==> src/rtl/lcd_char_display.sv <==
// HD44780-class character LCD subsystem.
// Holds a COLS x ROWS character buffer written by the host at clock rate, runs the
// panel power-up/init sequence, and copies the buffer to the panel over an 8-bit
// write-only bus whenever its contents change. All panel timing is counted in ticks
// of an internal clock-enable divider.
module lcd_char_display #(
    parameter int CLK_DIV          = 16,
    parameter int COLS             = 16,
    parameter int ROWS             = 2,
    parameter int POWERUP_TICKS    = 50000,
    parameter int E_TICKS          = 2,
    parameter int CMD_WAIT_TICKS   = 128,
    parameter int CLEAR_WAIT_TICKS = 5120,
    // One code point past the last cell is representable so that out-of-range
    // positions can be presented (and ignored) even when COLS*ROWS is a power of two.
    localparam int ADDR_W          = $clog2(COLS * ROWS + 1)
) (
    input  logic              clk,
    input  logic              sysrst,
    input  logic              wr_en,
    input  logic [ADDR_W-1:0] wr_pos,
    input  logic [7:0]        wr_char,
    output logic              busy,
    output logic              init_done,
    output logic              lcd_rs,
    output logic              lcd_rw,
    output logic              lcd_e,
    output logic [7:0]        lcd_data
);

    localparam int DEPTH = COLS * ROWS;
    localparam int DIV_W = $clog2(CLK_DIV);
    localparam int COL_W = (COLS > 1) ? $clog2(COLS) : 1;

    localparam int T_MAX0 = (POWERUP_TICKS > E_TICKS) ? POWERUP_TICKS : E_TICKS;
    localparam int T_MAX1 = (T_MAX0 > CMD_WAIT_TICKS) ? T_MAX0 : CMD_WAIT_TICKS;
    localparam int T_MAX  = (T_MAX1 > CLEAR_WAIT_TICKS) ? T_MAX1 : CLEAR_WAIT_TICKS;
    localparam int TMR_W  = $clog2(T_MAX + 1);

    localparam logic [TMR_W-1:0] PWR_LAST = TMR_W'(POWERUP_TICKS - 1);
    localparam logic [TMR_W-1:0] E_LAST   = TMR_W'(E_TICKS - 1);
    localparam logic [TMR_W-1:0] CMD_LAST = TMR_W'(CMD_WAIT_TICKS - 1);
    localparam logic [TMR_W-1:0] CLR_LAST = TMR_W'(CLEAR_WAIT_TICKS - 1);
    localparam logic [DIV_W-1:0] DIV_LAST = DIV_W'(CLK_DIV - 1);
    localparam logic [COL_W-1:0] COL_LAST = COL_W'(COLS - 1);
    localparam logic             ROW_LAST = 1'(ROWS - 1);

    typedef enum logic [1:0] {
        ST_PWRUP,
        ST_INIT,
        ST_IDLE,
        ST_REFRESH
    } state_t;

    // Phases of a single byte transfer on the panel bus.
    typedef enum logic [1:0] {
        PH_SETUP,
        PH_PULSE,
        PH_HOLD,
        PH_WAIT
    } phase_t;

    state_t            state_q, state_d;
    phase_t            phase_q, phase_d;
    logic [TMR_W-1:0]  timer_q, timer_d;
    logic [1:0]        init_idx_q, init_idx_d;
    logic              row_q, row_d;
    logic [COL_W-1:0]  col_q, col_d;
    logic              is_cmd_q, is_cmd_d;
    logic              rs_q, rs_d;
    logic              e_q, e_d;
    logic [7:0]        data_q, data_d;

    logic [DIV_W-1:0]  div_q;
    logic              tick;
    logic              dirty_q;
    logic              pass_start;
    logic              wr_ok;
    logic [TMR_W-1:0]  wait_last;
    logic [7:0]        char_mem [DEPTH];

    function automatic logic [7:0] init_cmd(input logic [1:0] idx);
        case (idx)
            2'd0:    return 8'h38;  // 8-bit bus, two lines, 5x8 font
            2'd1:    return 8'h0C;  // display on, cursor off
            2'd2:    return 8'h01;  // clear display
            default: return 8'h06;  // entry mode: increment, no shift
        endcase
    endfunction

    function automatic logic [7:0] row_cmd(input logic row);
        return row ? 8'hC0 : 8'h80;
    endfunction

    function automatic logic [ADDR_W-1:0] buf_index(input logic row, input logic [COL_W-1:0] col);
        return ADDR_W'(int'(row) * COLS + int'(col));
    endfunction

    assign tick  = (div_q == DIV_LAST);
    assign wr_ok = wr_en && (int'(wr_pos) < DEPTH);

    // Free-running clock-enable divider; every panel timing is counted in its ticks.
    always_ff @(posedge clk or negedge sysrst) begin
        if (!sysrst) begin
            div_q <= '0;
        end else if (tick) begin
            div_q <= '0;
        end else begin
            div_q <= div_q + 1'b1;
        end
    end

    // Character buffer: host writes land on any clock, blank (space) after reset.
    always_ff @(posedge clk or negedge sysrst) begin
        if (!sysrst) begin
            for (int i = 0; i < DEPTH; i++) begin
                char_mem[i] <= 8'h20;
            end
        end else if (wr_ok) begin
            char_mem[wr_pos] <= wr_char;
        end
    end

    // Dirty flag: a write on the same clock as pass start wins, forcing another pass.
    always_ff @(posedge clk or negedge sysrst) begin
        if (!sysrst) begin
            dirty_q <= 1'b1;
        end else if (wr_ok) begin
            dirty_q <= 1'b1;
        end else if (pass_start) begin
            dirty_q <= 1'b0;
        end
    end

    // Sequencer and panel output registers.
    always_ff @(posedge clk or negedge sysrst) begin
        if (!sysrst) begin
            state_q    <= ST_PWRUP;
            phase_q    <= PH_SETUP;
            timer_q    <= '0;
            init_idx_q <= 2'd0;
            row_q      <= 1'b0;
            col_q      <= '0;
            is_cmd_q   <= 1'b0;
            rs_q       <= 1'b0;
            e_q        <= 1'b0;
            data_q     <= 8'h00;
        end else begin
            state_q    <= state_d;
            phase_q    <= phase_d;
            timer_q    <= timer_d;
            init_idx_q <= init_idx_d;
            row_q      <= row_d;
            col_q      <= col_d;
            is_cmd_q   <= is_cmd_d;
            rs_q       <= rs_d;
            e_q        <= e_d;
            data_q     <= data_d;
        end
    end

    // Next-state logic; everything advances only on tick clocks.
    always_comb begin
        state_d    = state_q;
        phase_d    = phase_q;
        timer_d    = timer_q;
        init_idx_d = init_idx_q;
        row_d      = row_q;
        col_d      = col_q;
        is_cmd_d   = is_cmd_q;
        rs_d       = rs_q;
        e_d        = e_q;
        data_d     = data_q;
        pass_start = 1'b0;
        // The clear command needs a much longer settle time than any other byte.
        wait_last  = (!rs_q && (data_q == 8'h01)) ? CLR_LAST : CMD_LAST;

        if (tick) begin
            unique case (state_q)
                ST_PWRUP: begin
                    if (timer_q == PWR_LAST) begin
                        state_d    = ST_INIT;
                        phase_d    = PH_SETUP;
                        timer_d    = '0;
                        init_idx_d = 2'd0;
                        rs_d       = 1'b0;
                        e_d        = 1'b0;
                        data_d     = init_cmd(2'd0);
                    end else begin
                        timer_d = timer_q + 1'b1;
                    end
                end

                ST_IDLE: begin
                    if (dirty_q) begin
                        pass_start = 1'b1;
                        state_d    = ST_REFRESH;
                        phase_d    = PH_SETUP;
                        row_d      = 1'b0;
                        col_d      = '0;
                        is_cmd_d   = 1'b1;
                        rs_d       = 1'b0;
                        data_d     = row_cmd(1'b0);
                    end
                end

                default: begin
                    unique case (phase_q)
                        PH_SETUP: begin
                            phase_d = PH_PULSE;
                            e_d     = 1'b1;
                            timer_d = '0;
                        end

                        PH_PULSE: begin
                            if (timer_q == E_LAST) begin
                                phase_d = PH_HOLD;
                                e_d     = 1'b0;
                            end else begin
                                timer_d = timer_q + 1'b1;
                            end
                        end

                        PH_HOLD: begin
                            phase_d = PH_WAIT;
                            timer_d = '0;
                        end

                        PH_WAIT: begin
                            if (timer_q != wait_last) begin
                                timer_d = timer_q + 1'b1;
                            end else if (state_q == ST_INIT) begin
                                if (init_idx_q == 2'd3) begin
                                    state_d = ST_IDLE;
                                end else begin
                                    init_idx_d = init_idx_q + 2'd1;
                                    phase_d    = PH_SETUP;
                                    rs_d       = 1'b0;
                                    data_d     = init_cmd(init_idx_q + 2'd1);
                                end
                            end else begin
                                // Refresh: row address command, then that row's characters.
                                // Each character is sampled from the buffer as its SETUP begins.
                                if (is_cmd_q) begin
                                    is_cmd_d = 1'b0;
                                    col_d    = '0;
                                    phase_d  = PH_SETUP;
                                    rs_d     = 1'b1;
                                    data_d   = char_mem[buf_index(row_q, '0)];
                                end else if (col_q != COL_LAST) begin
                                    col_d   = col_q + 1'b1;
                                    phase_d = PH_SETUP;
                                    rs_d    = 1'b1;
                                    data_d  = char_mem[buf_index(row_q, col_q + 1'b1)];
                                end else if (row_q != ROW_LAST) begin
                                    row_d    = 1'b1;
                                    is_cmd_d = 1'b1;
                                    phase_d  = PH_SETUP;
                                    rs_d     = 1'b0;
                                    data_d   = row_cmd(1'b1);
                                end else begin
                                    state_d = ST_IDLE;
                                end
                            end
                        end
                    endcase
                end
            endcase
        end
    end

    assign busy      = (state_q != ST_IDLE);
    assign init_done = (state_q == ST_IDLE) || (state_q == ST_REFRESH);
    assign lcd_rs    = rs_q;
    assign lcd_rw    = 1'b0;
    assign lcd_e     = e_q;
    assign lcd_data  = data_q;

endmodule

==> config.mk <==
export PLATFORM = sky130hd
export DESIGN_NAME = lcd_char_display
export DESIGN_NICKNAME = d
export VERILOG_FILES = /design/src/rtl/lcd_char_display.sv
export SDC_FILE = /design/constraint.sdc
export NUM_CORES = 1
export LEC_CHECK = 0
export CAP_MARGIN = 30
export CELL_PAD_IN_SITES_DETAIL_PLACEMENT = 1
export CELL_PAD_IN_SITES_GLOBAL_PLACEMENT = 2
export CORE_UTILIZATION = 35
export CTS_CLUSTER_SIZE = 8
export DETAILED_ROUTE_END_ITERATION = 8
export GPL_TIMING_DRIVEN = 0
export HOLD_SLACK_MARGIN = 0.05
export MAX_ROUTING_LAYER = met4
export PLACE_DENSITY = 0.72
export SYNTH_ARGS = -nofsm -noshare
export SYNTH_HDL_FRONTEND = slang
export SYNTH_SLANG_ARGS = --single-unit
==> constraint.sdc <==
create_clock -name clk -period 2.93 [get_ports clk]
set_input_delay 0.293 -clock clk [delete_from_list [all_inputs] [get_ports clk]]
set_output_delay 0.293 -clock clk [all_outputs]
set_load 0.02 [all_outputs]
# After elaboration in Yosys (flattened, before gate mapping)
# Cells that the tools add are included.
classes:
  magnitude_cmp: 5
  bitwise: 5
  div_mod_pow: 0
  n_shift: 0
  n_eq_ne: 37
  reduce_logical: 26
  add_sub_neg: 5
  mul: 0
  mux: 92
op_table:
  columns: ["operator", "n"]
  rows:
  - ["$bwmux 256", 1]
  - ["$mux 8", 14]
  - ["$bmux 8 s5", 2]
  - ["$mux 16", 3]
  - ["$pmux 16 s3", 1]
  - ["$mux 2", 22]
  - ["$demux 8 s5", 1]
  - ["$pmux 16 s2", 1]
  - ["$mux 4", 7]
  - ["$reduce_and 7->1", 4]
  - ["$mux 1", 27]
  - ["$ge 7x6->1 const B", 3]
  - ["$pmux 6 s3", 1]
  - ["$add 16x1->16 const B", 1]
  - ["$eq 16x1->1 const B", 1]
  - ["$eq 16x16->1 const B", 1]
  - ["$ne 16x13->1", 1]
  - ["$pmux 8 s2", 1]
  - ["$not 6->7", 2]
  - ["$mux 13", 1]
  - ["$eq 2x2->1 const B", 6]
  - ["$ne 2x1->1 const B", 6]
  - ["$pmux 2 s2", 3]
  - ["$pmux 1 s2", 5]
  - ["other kinds (36)", 55]
totals:
  rom_bits: 0
  word_cells: 214
  mem_count: 0
  ramBits: 0
  latch_bits: 0
  inputBits: 17
  output_inout_bits: 13
  register_bits: 299

# Longest topological paths before layout
# Gate-level depths: netlist of run 1.
depth:
  word_depth: 12
  mapped_depth: 10
  depth_no_buf: 8

# Least setup slack after synthesis of run 1
# OpenSTA, ideal clock, no wires.
synth_timing:
  kind: "flip-flop to flip-flop"
  start: "register timer_q[7]"
  end: "register data_q[6] (netlist: lcd_data[6])"
  period_less_slack_ns: 2.745
  setup_slack_ns: 0.185
  path_stages_with_launch: 9
  n_path_buf: 2
  t_arrival_ns: 2.679
  cell_sequence: "dfrtp_1 buf_6 or4_4 or4_1 buf_2 a21o_1 o31a_4 a2111oi_4 a22o_1"
synth_via:
  elab_chain_cells: 3
  word_cells_on_any_way: 5
synth_rtl:
  columns: ["item", "line", "source"]
  rows:
  - ["from (decl)", "65", "logic [TMR_W-1:0] timer_q, timer_d;"]
  - ["from (signal assigned)", "151", "timer_q <= timer_d;"]
  - ["$ne 16x13->1 or $eq 16x16->1 (tied branches)", "230, 181", null]
  - ["$ne 3x1->1 (no line) or $ne 2x2->1 (tied branches)", null, null]
  - ["$reduce_and 7->1 (no line) (*)", null, null]
  - ["to (signal assigned)", "158", "data_q <= data_d;"]
  - ["to (decl)", "72", "logic [7:0] data_q, data_d;"]
# Mark *: on every way between the ends. The rest lies on a longest branch, timed or not.
# A chain may end at the register's enable or synchronous reset.

# Worst setup path after layout of run 1
layout_timing:
  start: "register col_q[1]"
  end: "register data_q[2] (netlist: lcd_data[2])"
layout_via:
  elab_chain_cells: 12
  word_cells_on_any_way: 15
layout_rtl:
  columns: ["item", "line", "source"]
  rows:
  - ["from (decl)", "68", "logic [COL_W-1:0] col_q, col_d;"]
  - ["from (signal assigned)", "154", "col_q <= col_d;"]
  - ["$add 4x1->4", "254", "data_d = char_mem[buf_index(row_q, col_q + 1'b1)];"]
  - ["$add 5x4->6", "96", "return ADDR_W'(int'(row) * COLS + int'(col));"]
  - ["$not 6->7 (implied by the code)", "254", null]
  - ["$bmux 8 s5", "254", null]
  - ["$mux 8 (implied by the code) (2 in series)", "254", null]
  - ["$mux 8", "250", "end else if (col_q != COL_LAST) begin"]
  - ["$mux 8", "244", "if (is_cmd_q) begin"]
  - ["$mux 8", "232", "end else if (state_q == ST_INIT) begin"]
  - ["$mux 8", "230", "if (timer_q != wait_last) begin"]
  - ["$mux 8", "208", "unique case (phase_q)"]
  - ["$pmux 8 s2", "179", "unique case (state_q)"]
# Several ways; a longest one is shown, not always the timed one. The select of a mux whose other input is x is not followed.

==> impl_metrics.json, run 1 <==
{
  "synthSimpleGateAreaFrac_pct": 6.23,
  "r2r-start": "col_q[1]$_DFFE_PN0P_",
  "slowest_stage": "mux4_2",
  "coreArea_um2": 40700,
  "antenna_found_initial": 1,
  "drt_iter0_markers": 503,
  "overflow": 0,
  "period_share_pct": 98.2,
  "hold_class": "input port to async pin",
  "wl_per_cell_um": 24.9,
  "met1Wirelength_um": 19200,
  "grt_pass1_vias": 10100,
  "cts_made_buffers": 43,
  "worst_clock_skew_ns": 0.0124,
  "fp.dieW_um": 205,
  "final_common_cell": "dfrtp_1",
  "yosys.area.top_type_share_pct": 46.1,
  "synth_top_family_by_area": "multiplexers",
  "async_flop_share_pct": 100,
  "report.final.slew_viol_count": 0,
  "max_slew_margin_pct": 28.2,
  "rr_worst_depth": 7,
  "dieArea_um2": 42100,
  "fin_crit_ns": 2.88,
  "synth_cell_types": 60,
  "numPortBuffers": 25,
  "powerDensity_nw_per_um2": 619,
  "tritoncts": "done",
  "final_cell_mix": "266 x dfrtp_1, 260 x mux2_2, 69 x mux4_2, 68 x clkbuf_1, 65 x nand2_1",
  "synthAdderAreaFrac_pct": 1.04,
  "highest_layer": "met4",
  "num-nets-final": 1175,
  "yosys-top-cells-area": "dfrtp_1 46%, mux2_2 20%, mux4_2 11%",
  "arrival_ns": 3.32,
  "worstPathRequired_ns": 3.37,
  "dp_slack_ns": -1.37,
  "synth-xor-area-share_pct": 0.243,
  "start_kind": "register",
  "status": "complete, no violations",
  "io_pins": 30,
  "vias": 9367,
  "synth_edf_count": 0,
  "critPathMostFrequentCell": "mux4_2",
  "yosys_warnings": 0,
  "fin_ws_ns": 0.0523,
  "setup_viol": 0,
  "synth_area_leader_cell": "dfrtp_1",
  "rrSetupSlack_ns": 0.05,
  "synthToLayoutAreaGrowth_pct": 18.4,
  "synth_cells": 1050,
  "fmax_mhz": 348,
  "clkLatencyLatePin_ns": 0.57,
  "drtPass1Iterations": 4,
  "grt_max_degree": 123,
  "crit_path_end_kind": "register",
  "ys_seq_area_share_pct": 52.1,
  "rows": 74,
  "dp.final_hpwl_um": 28700,
  "synth_ff_type": "dfrtp_1",
  "grt_usage_pct": 21.8,
  "ir_worst_vdd_v": 0.000439,
  "start_util_pct": 35.4,
  "ys_ff_latch": 299,
  "cts_htree_levels": 2,
  "critPathMaxFanout": 10,
  "multiInputGateArea_um2": 6670,
  "cts_root_buffer": "clkbuf_16",
  "fill_cells": 4225,
  "final_hold_viol_count": 0,
  "wl_met3_um": 2550,
  "crit_path_max_incr_delay_ns": 0.55,
  "utilization_pct": 42.0,
  "drc": 0,
  "worstSetupPathType": "register to register",
  "r2r_end": "lcd_data[2]$_DFFE_PN0P_",
  "cts_max_path_buffers": 3,
  "grt_pass1_wl_um": 65500,
  "worstMarginPinSlew_ns": 1.07,
  "crit_chain": "ha_1 -> buf_2 -> mux4_2 -> mux4_2 -> mux2i_2 -> nand3_1 -> a22o_1",
  "wl_met2_um": 19800,
  "ant_nets": 0,
  "avgViaCountPerCell": 5.48,
  "regArea_um2": 7520,
  "drive_gt1_share_pct": 40.7,
  "synth_mux_area_share_pct": 32.8,
  "path_clk_slew_ns": 0.06,
  "fp.dieH_um": 205,
  "synth_nets": 1079,
  "tns_ns": 0,
  "place.gp.congestion": 0.806,
  "maxCapViolations": 0,
  "routed_wl_um": 42500,
  "clock-sinks": 299,
  "syn_area_um2": 14400,
  "synth_compound_area_share_pct": 5.20,
  "syn_area_per_cell_um2": 13.8,
  "cellLeakagePower_nw": 7.28
}
[timing repair]
action                     in CTS  in global routing
buffers inserted                4                  3
resized for setup              41                 21
hold buffers                    1                  0
pin swaps                       1                  6
hold endpoints to repair       79                  0
setup endpoints to repair      25                 21
[worst max path at each step]
stage	from	endpoint	slack, ns
2_1_floorplan	timer_q[7]$_DFFE_PN0P_	lcd_data[6]$_DFFE_PN0P_	0.19
3_3_place_gp	sysrst	char_mem[194]$_DFFE_PN0P_	-11.64
3_5_place_dp	col_q[1]$_DFFE_PN0P_	lcd_data[4]$_DFFE_PN0P_	-1.37
4_1_cts	timer_q[7]$_DFFE_PN0P_	lcd_data[6]$_DFFE_PN0P_	0.0009
5_1_grt	timer_q[7]$_DFFE_PN0P_	lcd_data[1]$_DFFE_PN0P_	-0.002
6_report	col_q[1]$_DFFE_PN0P_	lcd_data[2]$_DFFE_PN0P_	0.05
[kinds of logic (layout without fill, tap and decap cells)]
logic type,Yosys count,count (layout)
AO/OA/AOI/OAI,107,107
flip-flops,299,299
adder cells (fa/ha/maj),12,12
other,1,2
XOR/XNOR,4,4
multiplexers,354,354
buffers and inverters,86,211
AND/OR/NAND/NOR,187,187
[cell usage after synthesis (12+ instances only)]
| cell | instances |
|---|---|
| dfstp_2 | 33 |
| clkbuf_1 | 51 |
| o31ai_1 | 15 |
| nand2_1 | 65 |
| mux4_2 | 69 |
| nor2_1 | 44 |
| ha_1 | 12 |
| nand3_1 | 20 |
| dfrtp_1 | 266 |
| mux2_2 | 260 |
| inv_1 | 18 |
| o21ai_0 | 36 |
| mux2i_1 | 25 |
[power by group]
group / internal, mW / total (mW) / leakage (nW) / switching, mW
Clock: 2.80 / 4.68 / 0.593 / 1.88
Combinational: 0.569 / 1.00 / 2.79 / 0.431
Sequential: 4.65 / 4.89 / 3.89 / 0.243
Total: 8.02 / 10.6 / 7.28 / 2.56
[area by class of cell]
cell class,instances,area share [%]
Antenna cell,1,0.0146
Buffer,68,2.13
Clock buffer,72,7.12
Clock inverter,2,0.146
Inverter,18,0.395
Multi-Input combinational cell,665,39.0
Sequential cell,299,44.0
Tap cell,532,3.89
Timing Repair Buffer,51,3.26
[metal layers]
layer | vias to the layer above | global-route usage, %
li1 | 4123 | -
met1 | 5003 | 29.8
met2 | 173 | 33.0
met3 | 68 | 4.44
met4 | 0 | 6.08
met5 | - | -
[flip-flops by register name, summed over array words and instances, names as in the netlist]
register	flops
lcd_e	1
lcd_data	8
is_cmd_q	1
row_q	1
col_q	4
phase_q	2
div_q	4
dirty_q	1
state_q	2
init_idx_q	2
char_mem	256
timer_q	16
lcd_rs	1
[critical path: cells and delay by family (launching register included)]
family	cells	cell delay [ns]
AO/OA/AOI/OAI	1	0.23
adder cells (fa/ha/maj)	1	0.36
buffers and inverters	1	0.39
flip-flops	1	0.42
multiplexers	3	1.20
AND/OR/NAND/NOR	1	0.15
[through the flow]
step	std cells	area, µm²	hold slack [ns]	total power [mW]
2_1_floorplan	1050	14400	-0.00259	5.54
3_3_place_gp	1607	15400	0.477	5.88
3_5_place_dp	1621	15600	0.341	5.95
4_1_cts	1700	17000	0.345	10.7
5_1_grt	1708	17100	0.368	11.0
6_report	1708	17100	0.301	10.6
Note: power is estimated with default switching activity, not from simulation.
==> run 2, diff against run 1 <==
CTS_BUF_LIST = sky130_fd_sc_hd__clkbuf_4 sky130_fd_sc_hd__clkbuf_8 sky130_fd_sc_hd__clkbuf_16   (was unset)
==> run 2 against run 1 <==
Compared with the run above:
- critical path depth is the same
- non-clock buffer count is the same
- sequential cell count is the same
- die area is the same
- combinational power is essentially flat
- via count grew 0.15%
- register-to-register slack is essentially flat
- worst setup slack gained 0.0043 ns
- worst hold slack gained 0.0044 ns
- maximum frequency grew 0.15%
- highest routed layer unchanged
==> impl_metrics.json, run 2 (synthesized netlist as in run 1, its figures left out) <==
{
  "status": "complete, no violations",
  "setup_viol": 0,
  "final_cell_mix": "266 x dfrtp_1, 260 x mux2_2, 69 x mux4_2, 65 x nand2_1",
  "start_kind": "register",
  "grt_usage_pct": 21.9,
  "drtPass1Iterations": 5,
  "ant_nets": 0,
  "final_common_cell": "dfrtp_1",
  "wl_per_cell_um": 24.9,
  "numPortBuffers": 25,
  "maxCapViolations": 0,
  "coreArea_um2": 40700,
  "num-nets-final": 1175,
  "synthToLayoutAreaGrowth_pct": 19.1,
  "worst_clock_skew_ns": 0.0113,
  "slowest_stage": "mux4_2",
  "largest_reg_flops": 256,
  "arrival_ns": 3.32,
  "routed_wl_um": 42500,
  "cts_root_buffer": "clkbuf_16",
  "fp.dieH_um": 205,
  "holdWs_ns": 0.305,
  "crit_path_end_kind": "register",
  "powerDensity_nw_per_um2": 630,
  "rows": 74,
  "drive_gt1_share_pct": 43.0,
  "fmax_mhz": 348,
  "worstMarginPinSlew_ns": 1.11,
  "grt_pass1_wl_um": 65600,
  "drc": 0,
  "max_slew_margin_pct": 25.6,
  "worstPathRequired_ns": 3.37,
  "final_hold_viol_count": 0,
  "worstSetupPathType": "register to register",
  "cellLeakagePower_nw": 7.37,
  "design_area_um2": 17200,
  "path_clk_slew_ns": 0.06,
  "power_mw": 10.8,
  "dieArea_um2": 42100,
  "avgViaCountPerCell": 5.49,
  "largest-register": "char_mem",
  "crit_chain": "ha_1 -> buf_2 -> mux4_2 -> mux4_2 -> mux2i_2 -> nand2_1 -> a22o_1",
  "antenna_found_initial": 1,
  "grt_max_degree": 123,
  "cts_htree_levels": 2,
  "hold_class": "input port to async pin",
  "cp_num_buf_inv": 1,
  "vias": 9381,
  "drt_iter0_markers": 503,
  "io_pins": 30,
  "ir_worst_vdd_v": 0.000472,
  "path_delay_family": "multiplexers",
  "critPathMostFrequentCell": "mux4_2",
  "fp.dieW_um": 205,
  "start_util_pct": 35.4,
  "tritoncts": "done",
  "report.final.slew_viol_count": 0,
  "cts_max_path_buffers": 3,
  "grt_pass1_vias": 10100,
  "fin_crit_ns": 2.87,
  "post_dp_cell_area_um2": 15600,
  "critPathMaxFanout": 10,
  "overflow": 0,
  "dp.final_hpwl_um": 28700,
  "clock-sinks": 299,
  "crit_path_max_incr_delay_ns": 0.56,
  "place.gp.congestion": 0.806,
  "cts_made_buffers": 43,
  "clkLatencyLatePin_ns": 0.57,
  "period_share_pct": 98.1
}
-- run 2: changes by cell type in the layout (fill, tap and decap cells not counted) --
cell | previous run | this run
clkbuf_4 | 1 | 28
buf_6 | 7 | 6
buf_4 | 22 | 23
clkbuf_1 | 68 | 41
-- run 2: worst register-to-register path, cell delays in order (launching register included) --
cell and delay, ns:
dfrtp_1 0.42, ha_1 0.35, buf_2 0.39, mux4_2 0.45
mux4_2 0.56, mux2i_2 0.26, nand2_1 0.11, a22o_1 0.21
-- run 2: layer usage --
| layer | track usage [%] | routed length, µm |
|---|---|---|
| met2 | 32.9 | 19900 |
| met4 | 6.35 | 1050 |
| met1 | 29.8 | 19800 |
| met5 | - | 0 |
| met3 | 4.50 | 1800 |
-- run 2: per-stage QoR --
stage / instances / util (%) / worst slack, ns / setup TNS, ns
after floorplan: 1050 / - / 0.185 / 0
after global placement: 1607 / 37.7 / -11.64 / -3354.47
after detailed placement: 1621 / 38.2 / -1.37 / -17.84
after CTS: 1700 / 42.0 / 0.000923 / 0
after global routing: 1708 / 42.2 / -0.00449 / -0.00449
final: 1708 / 42.2 / 0.0566 / 0
-- run 2: where the power goes --
| part | internal [mW] | switching, mW |
|---|---|---|
| combinational | 0.569 | 0.434 |
| sequential | 4.65 | 0.244 |
| clock | 3.05 | 1.88 |
| total | 8.27 | 2.56 |
-- run 2: final timing paths --
path	slack, ns	start	depth (start not counted)	to
worst max register to register	0.06	col_q[1]$_DFFE_PN0P_	7	lcd_data[6]$_DFFE_PN0P_
worst min register to register	0.50	char_mem[99]$_DFFE_PN0P_	1	char_mem[99]$_DFFE_PN0P_
min in group clk	0.50	char_mem[99]$_DFFE_PN0P_	1	char_mem[99]$_DFFE_PN0P_
max in group asynchronous	1.09	sysrst	4	char_mem[136]$_DFFE_PN0P_
worst min-delay path	0.31	sysrst	2	char_mem[57]$_DFFE_PN0P_
worst max-delay path	0.06	col_q[1]$_DFFE_PN0P_	7	lcd_data[6]$_DFFE_PN0P_
-- run 2: what timing repair did --
| item | CTS | global route |
|---|---|---|
| buffers inserted | 4 | 3 |
| setup endpoints to repair | 25 | 22 |
| pin swaps | 1 | 6 |
| resized for setup | 40 | 22 |
| hold buffers | 1 | 0 |
| endpoints found under the hold margin | 79 | 0 |
-- run 2: layout make-up --
class	count	area, µm²
Tap cell	532	666
Sequential cell	299	7520
Timing Repair Buffer	51	558
Multi-Input combinational cell	665	6670
Antenna cell	1	2.50
Clock buffer	72	1320
Inverter	18	67.6
Clock inverter	2	25.0
Fill cell	4203	23500
Buffer	68	360
